<file path="src/rtl/shift_unit.sv">
// Registered 8-bit shifter: logical and arithmetic shifts in both directions,
// built from three log-shifter stages, with a one-cycle result latency.
module shift_unit (
   input  logic       clk,
   input  logic       rst,
   input  logic       in_valid,
   input  logic [7:0] in,
   input  logic [2:0] num,
   output logic [7:0] out_lsl,
   output logic [7:0] out_rsl,
   output logic [7:0] out_lsa,
   output logic [7:0] out_rsa,
   output logic       out_valid
);

   // Handshake: an operand is accepted on every rising edge where in_valid=1
   // and rst=0; there is no ready, so the source may present one per cycle.
   // out_valid pulses for exactly the cycle after each accepted operand.

   logic [7:0] lsl_s1, lsl_s2, lsl_s4;
   logic [7:0] rsl_s1, rsl_s2, rsl_s4;
   logic [7:0] rsa_s1, rsa_s2, rsa_s4;
   logic       sign;

   logic [7:0] lsl_d, lsl_q;
   logic [7:0] rsl_d, rsl_q;
   logic [7:0] lsa_d, lsa_q;
   logic [7:0] rsa_d, rsa_q;
   logic       valid_d, valid_q;

   assign sign = in[7];

   always_comb begin
      lsl_s1 = num[0] ? {in[6:0], 1'b0}     : in;
      lsl_s2 = num[1] ? {lsl_s1[5:0], 2'b0} : lsl_s1;
      lsl_s4 = num[2] ? {lsl_s2[3:0], 4'b0} : lsl_s2;

      rsl_s1 = num[0] ? {1'b0, in[7:1]}     : in;
      rsl_s2 = num[1] ? {2'b0, rsl_s1[7:2]} : rsl_s1;
      rsl_s4 = num[2] ? {4'b0, rsl_s2[7:4]} : rsl_s2;

      rsa_s1 = num[0] ? {sign, in[7:1]}            : in;
      rsa_s2 = num[1] ? {{2{sign}}, rsa_s1[7:2]}   : rsa_s1;
      rsa_s4 = num[2] ? {{4{sign}}, rsa_s2[7:4]}   : rsa_s2;
   end

   // Data registers hold their contents on idle cycles; only valid clears.
   always_comb begin
      lsl_d   = lsl_q;
      rsl_d   = rsl_q;
      lsa_d   = lsa_q;
      rsa_d   = rsa_q;
      valid_d = in_valid;
      if (in_valid) begin
         lsl_d = lsl_s4;
         rsl_d = rsl_s4;
         lsa_d = lsl_s4;
         rsa_d = rsa_s4;
      end
   end

   always_ff @(posedge clk) begin
      if (rst) begin
         lsl_q   <= 8'h00;
         rsl_q   <= 8'h00;
         lsa_q   <= 8'h00;
         rsa_q   <= 8'h00;
         valid_q <= 1'b0;
      end else begin
         lsl_q   <= lsl_d;
         rsl_q   <= rsl_d;
         lsa_q   <= lsa_d;
         rsa_q   <= rsa_d;
         valid_q <= valid_d;
      end
   end

   assign out_lsl   = lsl_q;
   assign out_rsl   = rsl_q;
   assign out_lsa   = lsa_q;
   assign out_rsa   = rsa_q;
   assign out_valid = valid_q;

endmodule

</file>
<file path="config.mk">
export PLATFORM = sky130hd
export DESIGN_NAME = shift_unit
export DESIGN_NICKNAME = d
export VERILOG_FILES = /design/src/rtl/shift_unit.sv
export SDC_FILE = /design/constraint.sdc
export NUM_CORES = 1
export LEC_CHECK = 0
export ABC_CLOCK_PERIOD_IN_PS = 2100
export CORE_MARGIN = 3
export CORE_UTILIZATION = 49
export CTS_CLUSTER_DIAMETER = 40
export DETAILED_ROUTE_END_ITERATION = 12
export PLACE_DENSITY = 0.85
export SETUP_SLACK_MARGIN = 0.02
export SLEW_MARGIN = 20
export SYNTH_ARGS = -nofsm -noshare
export SYNTH_HDL_FRONTEND = slang
export SYNTH_SLANG_ARGS = --single-unit
export TNS_END_PERCENT = 20
</file>
<file path="constraint.sdc">
create_clock -name clk -period 2.1 [get_ports clk]
set_input_delay 0.525 -clock clk [delete_from_list [all_inputs] [get_ports clk]]
set_output_delay 0.525 -clock clk [all_outputs]
set_load 0.03 [all_outputs]
</file>
# Word-level counts from Yosys, hierarchy flattened

Cells that the tools add are included.

Register bits after elaboration: 25
Bits of input ports: 14
Output and inout bits: 33
Logic and storage cells: 13

Multiplexer cells: 9

Operator list:

| cell             | number |
|---|---|
| 8-bit 2-to-1 mux | 6 |
| 7-bit 2-to-1 mux | 3 |

# Longest topological paths before layout

Gate-level depths: netlist (run 1).

Depth after elaboration: 3
Mapped depth: 6
Gate-level depth less buffers: 4

# Worst setup path after synthesis (run 1)

Ideal clock, no wire load.

Path type: in2reg
Start point: input num[0]
End point: register rsa_q[2], in the netlist out_rsa[2]
Library setup time: 0.132 ns
Arrival time: 1.264 ns
Data required time: 1.968 ns
Slack: 0.704 ns
Cell stages on the path: 4
Buffers on the path: 0
Path through: mux4_2 -> nand2_1 -> o211a_1 -> nor3_2

Longest elaborated chain between the ends: 3

RTL lines:

| what                 | RTL line | source |
|---|---|---|
| from (decl)          | 8        | `input logic [2:0] num,` |
| 7-bit 2-to-1 mux     | 42       | `rsa_s1 = num[0] ? {sign, in[7:1]} : in;` |
| 7-bit 2-to-1 mux     | 43       | `rsa_s2 = num[1] ? {{2{sign}}, rsa_s1[7:2]} : rsa_s1;` |
| 7-bit 2-to-1 mux     | 44       | `rsa_s4 = num[2] ? {{4{sign}}, rsa_s2[7:4]} : rsa_s2;` |
| to (signal assigned) | 73       | `rsa_q <= rsa_d;` |
| to (decl)            | 28       | `logic [7:0] rsa_d, rsa_q;` |

No other way between the ends.
A chain may end at the register's enable or synchronous reset.

# Final worst setup path (run 1)

Start point: register rsl_q[0], in the netlist out_rsl[0]
End point: output out_rsl[0]

RTL lines:

| what                   | RTL line | source |
|---|---|---|
| from (decl)            | 26       | `logic [7:0] rsl_d, rsl_q;` |
| from (signal assigned) | 71       | `rsl_q <= rsl_d;` |
| to (decl)              | 10       | `output logic [7:0] out_rsl,` |

No word-level cell between the ends.

==> results of run 1 <==
cell families (layout without fill, tap and decap cells):
logic type	after synthesis	in the layout	share of synthesized area
flops	24	24	0.338
simple gates	64	64	0.221
compound gates	41	41	0.204
mux	16	16	0.125
buf+inv	25	66	0.112
cell type report:
type | instances | area [µm²]
repair buffers | 59 | 583
multi-input cells | 121 | 782
well taps | 30 | 37.5
fillers | 208 | 666
flip-flops and latches | 24 | 480
inverters | 3 | 11.3
clock inverters | 1 | 30.0
clock buffers | 3 | 22.5
layout by cell type (no fill, tap or decap), types with 4 or more instances in the layout:
cell type,netlist,final
nand3_1,5,5
buf_4,10,11
mux2i_1,11,11
a311oi_1,6,6
clkdlybuf4s50_1,0,46
o211ai_1,4,4
nand2b_1,8,8
nor2_1,22,22
nand2_1,12,12
dfxtp_1,24,24
a21oi_1,13,13
nor2b_1,8,8
per-layer routing:
| layer | GRT usage | part of all wire | up-vias |
|---|---|---|---|
| li1 | - | - | 679 |
| met1 | 0.274 | 0.42 | 638 |
| met2 | 0.395 | 0.49 | 53 |
| met3 | 0.0324 | 0.058 | 8 |
| met4 | 0.104 | 0.026 | 0 |
| met5 | 0 | 0 | - |
stage by stage:
| stage | TNS, ns | worst slack [ns] |
|---|---|---|
| floorplan | 0 | 0.704 |
| global placement | 0 | 0.0689 |
| detailed placement | -0.00254 | -0.00254 |
| CTS | 0 | 0.141 |
| global route | 0 | 0.0868 |
| finish | 0 | 0.136 |
where the power goes:
part | total, µW | internal [µW] | switching [µW]
combinational | 367 | 164 | 203
sequential | 498 | 483 | 15.6
clock | 346 | 193 | 153
total | 1210 | 840 | 372
flip-flops by register name (all words and copies together) (netlist names):
name       cells
out_lsa        8
out_rsl        8
out_rsa        7
out_valid      1
how the worst max path moves through the flow:
stage,startpoint,endpoint,slack [ns],cells after the start
2_1_floorplan,num[0],out_rsa[2],0.70,4
3_3_place_gp,num[1],out_rsa[4],0.07,5
3_5_place_dp,num[1],out_rsa[3],-0.003,5
4_1_cts,out_rsl[0],out_rsa[0],0.14,1
5_1_grt,out_rsl[0],out_rsa[0],0.09,1
6_report,out_rsl[0],out_rsl[0],0.14,1
==> summary.md, run 1 <==
| Metric | Value |
|---|---|
| Syn_nets | `about 180` |
| CP required | `roughly 1.6 ns` |
| Critical Path Max Stage Delay | `0.70 ns` |
| Crit end category | `output pin` |
| Vias per std cell | `5.72` |
| Endpoints failing hold | `0` |
| Type of the most critical hold path | `reg2reg` |
| Pwr Total | `1210 µW` |
| CTS tree | `yes` |
| Total CTS buffers | `3` |
| Post-synth EDFFs | `0` |
| Delay-heaviest family, CP | `buffers and inverters` |
| Post-synth top area cell | `dfxtp_1` |
| Power Density | `approximately 620 nW/µm²` |
| Fraction of layout instances using a drive strength above 1 | `0.128` |
| Initial Utilization | `0.544` |
| Vias | `about 1400` |
| Crit path arrival time | `between 1 and 1.5 ns` |
| Final ANT Viol Nets | `0` |
| Wire per inst | `15.5 µm` |
| I/O Pins | `47` |
| Largest cells by area after synthesis | `dfxtp_1 (34%), mux2i_1 (7.7%), nor2_1 (5.8%), buf_4 (5.3%), a21oi_1 (4.6%)` |
| Fin nets | `approximately 230` |
| Endpoint, Worst Hold | `out_rsl[7]` |
| CTS Hold Bufs | `0` |
| Count leader, synth | `dfxtp_1` |
| CP cell instances | `clkdlybuf4s50_1` |
| Area Growth Syn to Fin | `37.0%` |
| Layout Utilization | `0.745` |
| FMAX | `roughly 500 MHz` |
| Flop2flop setup slack | `around 1.3 ns` |
| # Post-CTS Setup Buffers | `0` |
| Residual DRC count | `0` |
| Reg-to-Reg Start | `out_rsl[0]` |
| # diodes | `0` |
| First-pass DRT Iterations | `4` |
| Final Cell Area | `about 1900 µm²` |
| Die boundary height | `approximately 60 µm` |
| Root Driver | `clkbuf_4` |
| Non-filler cells, final | `about 240` |
| Core area | `between 2000 and 3000 µm²` |
| CP startpoint kind | `flop` |
| Area after DPL | `~1900 µm²` |
| Seq/Total Area, Yosys | `0.338` |
| Worst reg-to-reg path cell count | `2` |
| Critical path class | `reg2out` |
| Setup violations, final | `0` |
| Proportion of netlist area held by the largest area contributor | `0.338` |
| Vias in the first global route | `approximately 1300` |
| Final Critical Period | `about 2 ns` |
| Hold Crit Depth | `2` |
| Placed Cells | `237` |
| Post-CTS Resized | `0` |
| Die ar. | `roughly 3600 µm²` |
| Num rows | `18` |
| GRT Util Overall | `0.228` |
| Largest net degree at the start of global routing | `27` |
| RSZ-0062 raised after global routing | `no` |
| GPL Wtd Cong | `0.914` |
| CP max stage cell | `clkdlybuf4s50_1` |
| Clk Latency, worst-skew pair | `between 0.3 and 0.4 ns` |
| Buffers & Inverters on Critical Path | `1` |
| Mapped Cells | `170` |
| Reg2reg end | `out_rsl[0]` |
| Cell area after synthesis | `between 1000 and 1500 µm²` |
| Cell variety after synth | `37` |
| Leak | `0.000752 µW` |
| Max-cap viol count | `0` |
| Max-Slew Margin vs Limit | `0.763` |
| Slew @ Worst Pin | `0.353 ns` |
| Synth Flop Type | `dfxtp_1` |
| Synthesized flop and latch total | `24` |
| Async SR Flop Fraction | `0` |
| Yosys Warn Count | `0` |
| Clk pin slew, worst setup/hold paths | `0.14 ns` |
| IO Port Bufs | `46` |
| DP HPWL | `around 2.8 mm` |
| HP Start | `out_rsl[7]` |
| Final wirelength | `roughly 3.7 mm` |
| First-pass GRT wire length | `approximately 6.2 mm` |
| Worst vdd ir | `slightly below 0.5 mV` |
| Final Hold Slack | `0.490 ns` |
| Sinks on Clock Net | `24` |
| Fin Clk Skew | `0 ns` |
| Total gr overflow | `0` |
| Max Root-Sink Buffers | `2` |
| Avg Inst Size Synth | `approximately 8.4 µm²` |
| Status | `finished clean` |
| Initial detailed-routing violation count | `between 60 and 70` |
| H-tree level count | `1` |
| Fin crit share | `0.935` |
| Initial antenna violation count | `0` |
| Die Wd | `about 60 µm` |
| Max-slew violations | `0` |
| Commonest cells post-synth | `dfxtp_1 (24), nor2_1 (22), a21oi_1 (13), nand2_1 (12), mux2i_1 (11)` |
| Max FO, Critical Path | `3` |
Note: power is estimated with default switching activity, not from simulation.
==> run 2, diff against run 1 <==
CORE_UTILIZATION = 65   (was 49)
DONT_BUFFER_PORTS = 1   (was not set)
PLACE_DENSITY = 0.81   (was 0.85)
==> run 2 against run 1 <==
Routed wire length is 20% lower. Critical endpoint is now out_lsl[6]. First-iteration DRC count is 47% lower. Die area is 22% lower. Sequential share of layout area is 11 points higher. Global-route usage is 0.86 points higher. Sequential cell count stayed put. Clock-buffer cell count stayed put. Highest routed layer unchanged. Total power is 14% lower. Combinational power is 66% lower. Critical path depth is 1 lower. Fmax is 24% higher. Clock skew stayed put.
==> summary.md, run 2 (synthesized netlist as in run 1, its figures left out) <==
| Metric | Value |
|---|---|
| Status | `finished clean (unchanged)` |
| Fin nets | `167 (was 226)` |
| Critical path class | `reg2out (unchanged)` |
| Max FO, Critical Path | `3 (unchanged)` |
| Total CTS buffers | `3 (unchanged)` |
| Vias | `1131 (was 1378)` |
| # diodes | `0 (unchanged)` |
| Fin Clk Skew | `0 ns (unchanged)` |
| Clk Latency, worst-skew pair | `0.32 ns (about the same)` |
| Sinks on Clock Net | `24 (unchanged)` |
| First-pass DRT Iterations | `4 (unchanged)` |
| Power Density | `763 nW/µm² (was 622 nW/µm²)` |
| Commonest non-fill, non-tap cell in the layout | `dfxtp_1 (was clkdlybuf4s50_1)` |
| Endpoints failing hold | `0 (unchanged)` |
| H-tree level count | `1 (unchanged)` |
| Initial Utilization | `0.703 (was 0.544)` |
| DP HPWL | `2.11 mm (was 2.82 mm)` |
| Total gr overflow | `0 (unchanged)` |
| Commonest cells after routing, fill and taps aside | `dfxtp_1 (24), nor2_1 (22), a21oi_1 (13) (was clkdlybuf4s50_1 (46), dfxtp_1 (24), nor2_1 (22))` |
| Pre-CTS WS | `0.675 ns (was -0.00254 ns)` |
| Num rows | `16 (was 18)` |
| CTS tree | `yes (unchanged)` |
| Core area | `2020 µm² (was 2610 µm²)` |
| Max Root-Sink Buffers | `2 (unchanged)` |
| CP startpoint kind | `flop (unchanged)` |
| Pwr Total | `1040 µW (was 1210 µW)` |
| Vias in the first global route | `1102 (was 1318)` |
| Final Hold Slack | `0.255 ns (was 0.490 ns)` |
| GRT Util Overall | `0.236 (was 0.228)` |
| Fin crit share | `0.754 (was 0.935)` |
| Post-CTS Resized | `0 (unchanged)` |
| Setup TNS | `0 ns (unchanged)` |
| Root Driver | `clkbuf_4 (unchanged)` |
| Worst vdd ir | `0.545 mV (was 0.487 mV)` |
| # Post-CTS Setup Buffers | `0 (unchanged)` |
| Slew @ Worst Pin | `0.626 ns (was 0.353 ns)` |
| Initial antenna violation count | `0 (unchanged)` |
| GPL Wtd Cong | `0.840 (was 0.914)` |
| Largest net degree at the start of global routing | `39 (was 27)` |
| Crit end category | `output pin (unchanged)` |
| RSZ-0062 raised after global routing | `no (unchanged)` |
| Die boundary height | `52.8 µm (was 59.9 µm)` |
| Leak | `0.000512 µW (was 0.000752 µW)` |
| Final Critical Period | `1.58 ns (was 1.96 ns)` |
| Vias per std cell | `6.32 (was 5.72)` |
| Die Wd | `52.8 µm (was 59.9 µm)` |
| Max-cap viol count | `0 (unchanged)` |
| Clk pin slew, worst setup/hold paths | `0.14 ns (about the same)` |
| Max-Slew Margin vs Limit | `0.582 (was 0.763)` |
| Fraction of layout instances using a drive strength above 1 | `0.0921 (was 0.128)` |
| Wire per inst | `16.6 µm (was 15.5 µm)` |
| Initial detailed-routing violation count | `36 (was 68)` |
| Die ar. | `2780 µm² (was 3580 µm²)` |
| Area Growth Syn to Fin | `-4.31% (was 37.0%)` |
| IO Port Bufs | `0 (was 46)` |
| Residual DRC count | `0 (unchanged)` |
| Setup slack after layout | `0.516 ns (was 0.136 ns)` |
| Crit path arrival time | `1.06 ns (was 1.44 ns)` |
| Final ANT Viol Nets | `0 (unchanged)` |
| Final wirelength | `2.98 mm (was 3.74 mm)` |
| Max-slew violations | `0 (unchanged)` |
| I/O Pins | `47 (unchanged)` |
| CP required | `1.57 ns (about the same)` |
| CTS Hold Bufs | `0 (unchanged)` |
| Setup violations, final | `0 (unchanged)` |
| FMAX | `631 MHz (was 509 MHz)` |
| Type of the most critical hold path | `in2reg (was reg2reg)` |
| First-pass GRT wire length | `4.87 mm (was 6.20 mm)` |
[run 2: layout make-up]
class	instances	area, µm²
Sequential cell	24	480
Tap cell	27	33.8
Clock inverter	1	30.0
Clock buffer	3	22.5
Multi-Input combinational cell	121	782
Inverter	3	11.3
Fill cell	174	662
[run 2: per-layer routing]
| metal | global-route usage | vias up | wire length [µm] |
|---|---|---|---|
| met1 | 0.318 | 525 | 1360 |
| met2 | 0.360 | 46 | 1340 |
| met4 | 0.0638 | 0 | 23 |
| li1 | - | 556 | - |
| met5 | 0 | - | 0 |
| met3 | 0.0769 | 4 | 249 |
[run 2: where the power goes]
part           switching, µW  total, µW  internal (µW)
logic                   60.4        125           64.6
registers               93.5        576            483
clock network            143        336            193
total                    297       1040            740
[run 2: worst paths after layout]
kind / startpoint / to / slack, ns / cells after the start
hold reg to reg: out_rsl[7] / out_rsl[7] / 0.63 / 2
setup / recovery: out_lsa[6] / out_lsl[6] / 0.52 / 0
setup reg to reg: out_rsl[0] / out_rsl[0] / 0.93 / 2
hold / removal: rst / out_rsl[1] / 0.25 / 1
[run 2: stage by stage]
stage | util | cells | cell area (µm²)
floorplan | - | 170 | 1420
global placement | 0.647 | 175 | 1310
detailed placement | 0.647 | 175 | 1310
CTS | 0.673 | 179 | 1360
global route | 0.673 | 179 | 1360
finish | 0.673 | 179 | 1360
